File: src/rtl/stack_pkg.sv
// rtl/stack_pkg.sv - shared constants for the call stack
package stack_pkg;

  localparam logic [4:0] STACK_SEL_DEF = 5'b11110;

  typedef enum logic {
    SAT  = 1'b0,
    WRAP = 1'b1
  } wrap_mode_e;

  localparam int MODE_SAT  = 0;
  localparam int MODE_WRAP = 1;

endpackage

File: src/rtl/stack_mem.sv
// rtl/stack_mem.sv - DEPTH x WIDTH entry storage, one write port, async top read
module stack_mem #(
  parameter int WIDTH = 32,
  parameter int DEPTH = 8,
  parameter int AW    = $clog2(DEPTH)
) (
  input  logic             clk,
  input  logic             we,
  input  logic [AW-1:0]    waddr,
  input  logic [WIDTH-1:0] wdata,
  input  logic [AW-1:0]    raddr,
  output logic [WIDTH-1:0] rdata
);

  logic [WIDTH-1:0] mem [DEPTH];

  // Contents are deliberately unreset; validity is tracked by the count.
  always_ff @(posedge clk) begin
    if (we) mem[waddr] <= wdata;
  end

  assign rdata = mem[raddr];

endmodule

File: src/rtl/call_stack.sv
// rtl/call_stack.sv - return-address stack over a circular buffer
module call_stack
  import stack_pkg::*;
#(
  parameter int                WIDTH       = 32,
  parameter int                DEPTH       = 8,
  parameter int                SEL_W       = 5,
  parameter logic [SEL_W-1:0]  STACK_SEL   = SEL_W'(STACK_SEL_DEF),
  parameter int                PUSH_OFFSET = 4,
  parameter int                WRAP_MODE   = MODE_SAT
) (
  input  logic                       CLK,
  input  logic                       RST,
  input  logic [SEL_W-1:0]           Push,
  input  logic [SEL_W-1:0]           Pop,
  input  logic [WIDTH-1:0]           DataIn,
  output logic [WIDTH-1:0]           DataO,
  output logic [$clog2(DEPTH):0]     Count,
  output logic                       Empty,
  output logic                       Full,
  output logic                       Overflow,
  output logic                       Underflow
);

  localparam int PW = $clog2(DEPTH);
  localparam int CW = PW + 1;

  logic [PW-1:0]    ptr, ptr_nxt, waddr;
  logic [CW-1:0]    cnt_nxt;
  logic             we, ov_nxt, un_nxt;
  logic             push_req, pop_req;
  logic [WIDTH-1:0] push_val, top_data;

  assign push_req = (Push == STACK_SEL);
  assign pop_req  = (Pop == STACK_SEL);
  assign push_val = DataIn + WIDTH'(PUSH_OFFSET);
  assign Empty    = (Count == '0);
  assign Full     = (Count == CW'(DEPTH));

  // ptr addresses the current top; a push lands one slot above it, which
  // on a full stack is exactly the oldest entry (the wrap-mode victim).
  always_comb begin
    we      = 1'b0;
    waddr   = ptr + PW'(1);
    ptr_nxt = ptr;
    cnt_nxt = Count;
    ov_nxt  = 1'b0;
    un_nxt  = 1'b0;
    if (push_req && pop_req && !Empty) begin
      we    = 1'b1;
      waddr = ptr;
    end else if (push_req) begin
      if (!Full) begin
        we      = 1'b1;
        ptr_nxt = ptr + PW'(1);
        cnt_nxt = Count + CW'(1);
      end else begin
        ov_nxt = 1'b1;
        if (WRAP_MODE == MODE_WRAP) begin
          we      = 1'b1;
          ptr_nxt = ptr + PW'(1);
        end
      end
    end else if (pop_req) begin
      if (!Empty) begin
        ptr_nxt = ptr - PW'(1);
        cnt_nxt = Count - CW'(1);
      end else begin
        un_nxt = 1'b1;
      end
    end
  end

  always_ff @(posedge CLK or negedge RST) begin
    if (!RST) begin
      ptr       <= '0;
      Count     <= '0;
      Overflow  <= 1'b0;
      Underflow <= 1'b0;
    end else begin
      ptr       <= ptr_nxt;
      Count     <= cnt_nxt;
      Overflow  <= ov_nxt;
      Underflow <= un_nxt;
    end
  end

  stack_mem #(
    .WIDTH (WIDTH),
    .DEPTH (DEPTH)
  ) u_mem (
    .clk   (CLK),
    .we    (we),
    .waddr (waddr),
    .wdata (push_val),
    .raddr (ptr),
    .rdata (top_data)
  );

  // Gating on Empty keeps stale entries invisible after reset or full drain.
  assign DataO = Empty ? '0 : top_data;

endmodule

File: config.mk
export PLATFORM = sky130hd
export DESIGN_NAME = call_stack
export DESIGN_NICKNAME = d
export VERILOG_FILES = /design/src/rtl/stack_pkg.sv /design/src/rtl/stack_mem.sv /design/src/rtl/call_stack.sv
export SDC_FILE = /design/constraint.sdc
export NUM_CORES = 1
export LEC_CHECK = 0
export ABC_CLOCK_PERIOD_IN_PS = 5700
export BUFFER_PORTS_ARGS = -buffer_cell sky130_fd_sc_hd__buf_2
export CORE_MARGIN = 2
export CORE_UTILIZATION = 40
export CTS_CLUSTER_SIZE = 28
export DETAILED_ROUTE_END_ITERATION = 16
export MAX_ROUTING_LAYER = met4
export PLACE_DENSITY = 0.58
export SKIP_CTS_REPAIR_TIMING = 1
export SYNTH_ARGS = -nofsm -noshare
export SYNTH_HDL_FRONTEND = slang
export SYNTH_SLANG_ARGS = --single-unit
File: constraint.sdc
create_clock -name CLK -period 5.7 [get_ports CLK]
set_input_delay 0.285 -clock CLK [delete_from_list [all_inputs] [get_ports CLK]]
set_output_delay 0.285 -clock CLK [all_outputs]
set_load 0.05 [all_outputs]
==> results.txt <==
HPWL after DPL - 13.8 mm
# setup viols final - 0
Share of cells above drive strength 1 - 32.2%
Syn avg cell area - 19.6 um2
Inst Count DP - 972
Drt first pass iters - 4
Via count - 5503
GRT Total Usage - 16.7%
Multi-input logic area - 2960 um2
Clock-pin slew on the worst setup and hold paths - 0.06 ns
Startpoint Class - flip-flop
Post-route minimum period - 3.76 ns
Starting Density - 40.6%
Synth Cell Area - 10900 um2
Slew margin rel. - 28.1%
Yosys top cell area share - 70.4%
Status - complete, no violations
Critical Path Sink Type - flip-flop
Slew of the pin with the lowest slew margin - 1.06 ns
Nets@finish - 711
Remaining DRCs - 0
Routed wire length - 22.7 mm
I/O pin cnt - 84
Max H-tree Level - 1
Setup_tns - 0 ns
Synth area leader - edfxtp_1
Period utilization - 66.0%
Wirelength per Cell - 22.4 um
Core area - 26900 um2
Top Usage Layer GRT - met2
M2 GR Usage - 27.1%
Register area share after synthesis - 72.5%
Worst path required time - 5.89 ns
First-pass GRT wire length - 34.8 mm
CTS root buf - clkbuf_16
Synth unique cells - 39
Ys Warns - 0
Worst-path maximum fanout - 36
VDD IR max - 0.272 mV
Post-layout util - 47.3%
Worst min path class - primary input to flip-flop
Max Freq - 266 MHz
Largest cells by area after synthesis - edfxtp_1, mux4_2, mux2i_1
Largest net degree at the start of global routing - 51
DR iter-0 viols - 441
Min Hold Slack - 0.0700 ns
Leakage - 0.00423 uW
CTS tree - built
Total congestion overflow - 0
Routed vias/inst - 5.42
CTS Buffer Depth - 3
Max Cap Violations - 0
P&R area growth vs syn - 16.4%
Final Max Tran Viols - 0
Fill cells - 2252
Synth Instances - 557
Clock skew - 0.00874 ns
Met1 Usage GRT - 22.9%
CTS Buf Count - 27
Power Density - 491 nW/um2
RSZ-0062 raised after global routing - no
Worst-Skew Late Latency - 0.52 ns
Crit path arrival time - 3.95 ns
Vert. Die Dim - 169 um
Initial antenna violation count - 0
# diodes - 0
Port Buffer Count - 83
Remaining antenna violation count - 0
Final hold vios - 0
Synth Register Bits - 265
Vias in the first global route - 5754
Clk sinks - 265
DIE AREA - 28600 um2
Met3 Use GR - 2.33%
GP Congestion - 0.755
Rows - 60
Chip width - 169 um
Placed cell areas - 11900 um2
Syn nets - 607
Finished Cell Area - 12700 um2
Sequential cell area - 7920 um2
Final cell count without fillers - 1015
CP Class - flip-flop to flip-flop
-- cells in the final DEF (no fill, tap or decap), types with 5 or more instances in the layout --
| master | instances |
|---|---|
| nand3_1 | 14 |
| clkbuf_16 | 27 |
| and4_1 | 5 |
| mux2i_1 | 33 |
| buf_2 | 83 |
| xnor2_1 | 26 |
| nor3_1 | 5 |
| ha_1 | 5 |
| edfxtp_1 | 256 |
| mux4_2 | 64 |
| nor2_1 | 41 |
| nand2_1 | 16 |
| dfrtp_1 | 6 |
| a21oi_1 | 5 |
| and3_1 | 6 |
| buf_4 | 14 |
| xor2_1 | 8 |
-- cells by family (layout without fill, tap and decap cells) --
family                   after synthesis  count (layout)  synth area share [%]
AO/OA/AOI/OAI                         14              14                 0.986
adder cells (fa/ha/maj)                6               6                 0.756
flip-flops                           265             265                  72.5
multiplexers                         103             103                  16.8
AND/OR/NAND/NOR                      105             105                  5.09
XOR/XNOR                              34              34                  2.73
buffers and inverters                 30             147                  1.18
-- sequential cells by signal, indices dropped and copies added, names as in the netlist --
signal / flops
Count: 4
Overflow: 1
Underflow: 1
ptr: 3
u_mem.mem: 256
-- final cells by class --
| cell class | count | area share (%) |
|---|---|---|
| well taps | 341 | 3.36 |
| clock inverters | 11 | 1.04 |
| flip-flops and latches | 265 | 62.3 |
| inverters | 6 | 0.177 |
| repair buffers | 99 | 4.33 |
| multi-input cells | 262 | 23.3 |
| clock buffers | 31 | 5.44 |
-- power breakdown --
| group | leakage [uW] | switching (uW) | internal (uW) |
|---|---|---|---|
| Combinational | 0.00142 | 1480 | 768 |
| Clock | 0.000403 | 674 | 991 |
| Sequential | 0.00241 | 128 | 2200 |
-- synthesized netlist by cell type (all sizes together) --
cell type,n
a31oi,2
and4,5
and3,6
or4,1
or3,1
a21o,1
dfrtp,9
a211oi,1
nand4,4
clkbuf,6
nor4b,1
o21a,1
or4b,1
edfxtp,256
mux2i,37
fa,1
ha,5
a2111oi,2
nand4b,1
nand2,16
a31o,1
nand3,14
a21oi,6
inv,6
nor3,9
nor2,42
xor2,8
mux2,2
xnor2,26
buf,18
mux4,64
nor4,4
-- per-stage QoR --
stage	total power (uW)	setup slack [ns]
after floorplan	4090	1.28
after global placement	4630	2.08
after detailed placement	4650	1.92
after CTS	6320	1.89
after global routing	6510	1.73
final	6230	1.94
-- routing by layer --
layer / up-vias / part of all wire [%]
met3: 22 / 5.1
met1: 2851 / 45
met5: - / 0
met4: 0 / 1.1
li1: 2462 / -
met2: 168 / 49
-- final timing paths --
kind,end,cells after the start,slack [ns],from
setup reg to reg,u_mem.mem[2][15],7,1.94,Count[0]
max in group asynchronous,ptr[0],2,5.35,RST
hold / removal,u_mem.mem[1][1],1,0.07,DataIn[1]
setup / recovery,u_mem.mem[2][15],7,1.94,Count[0]
min in group asynchronous,Count[0],2,0.15,RST
hold reg to reg,Count[3],1,0.59,Count[3]
-- critical path, cell delays in order, from the launching register on --
cell	delay [ns]
dfrtp_1	0.48
nor4_4	0.31
buf_4	0.51
or3_1	0.43
o21a_1	0.28
nand4_1	0.25
mux2i_4	0.72
buf_4	0.43
No activity file was read; power rests on OpenSTA's default activity.
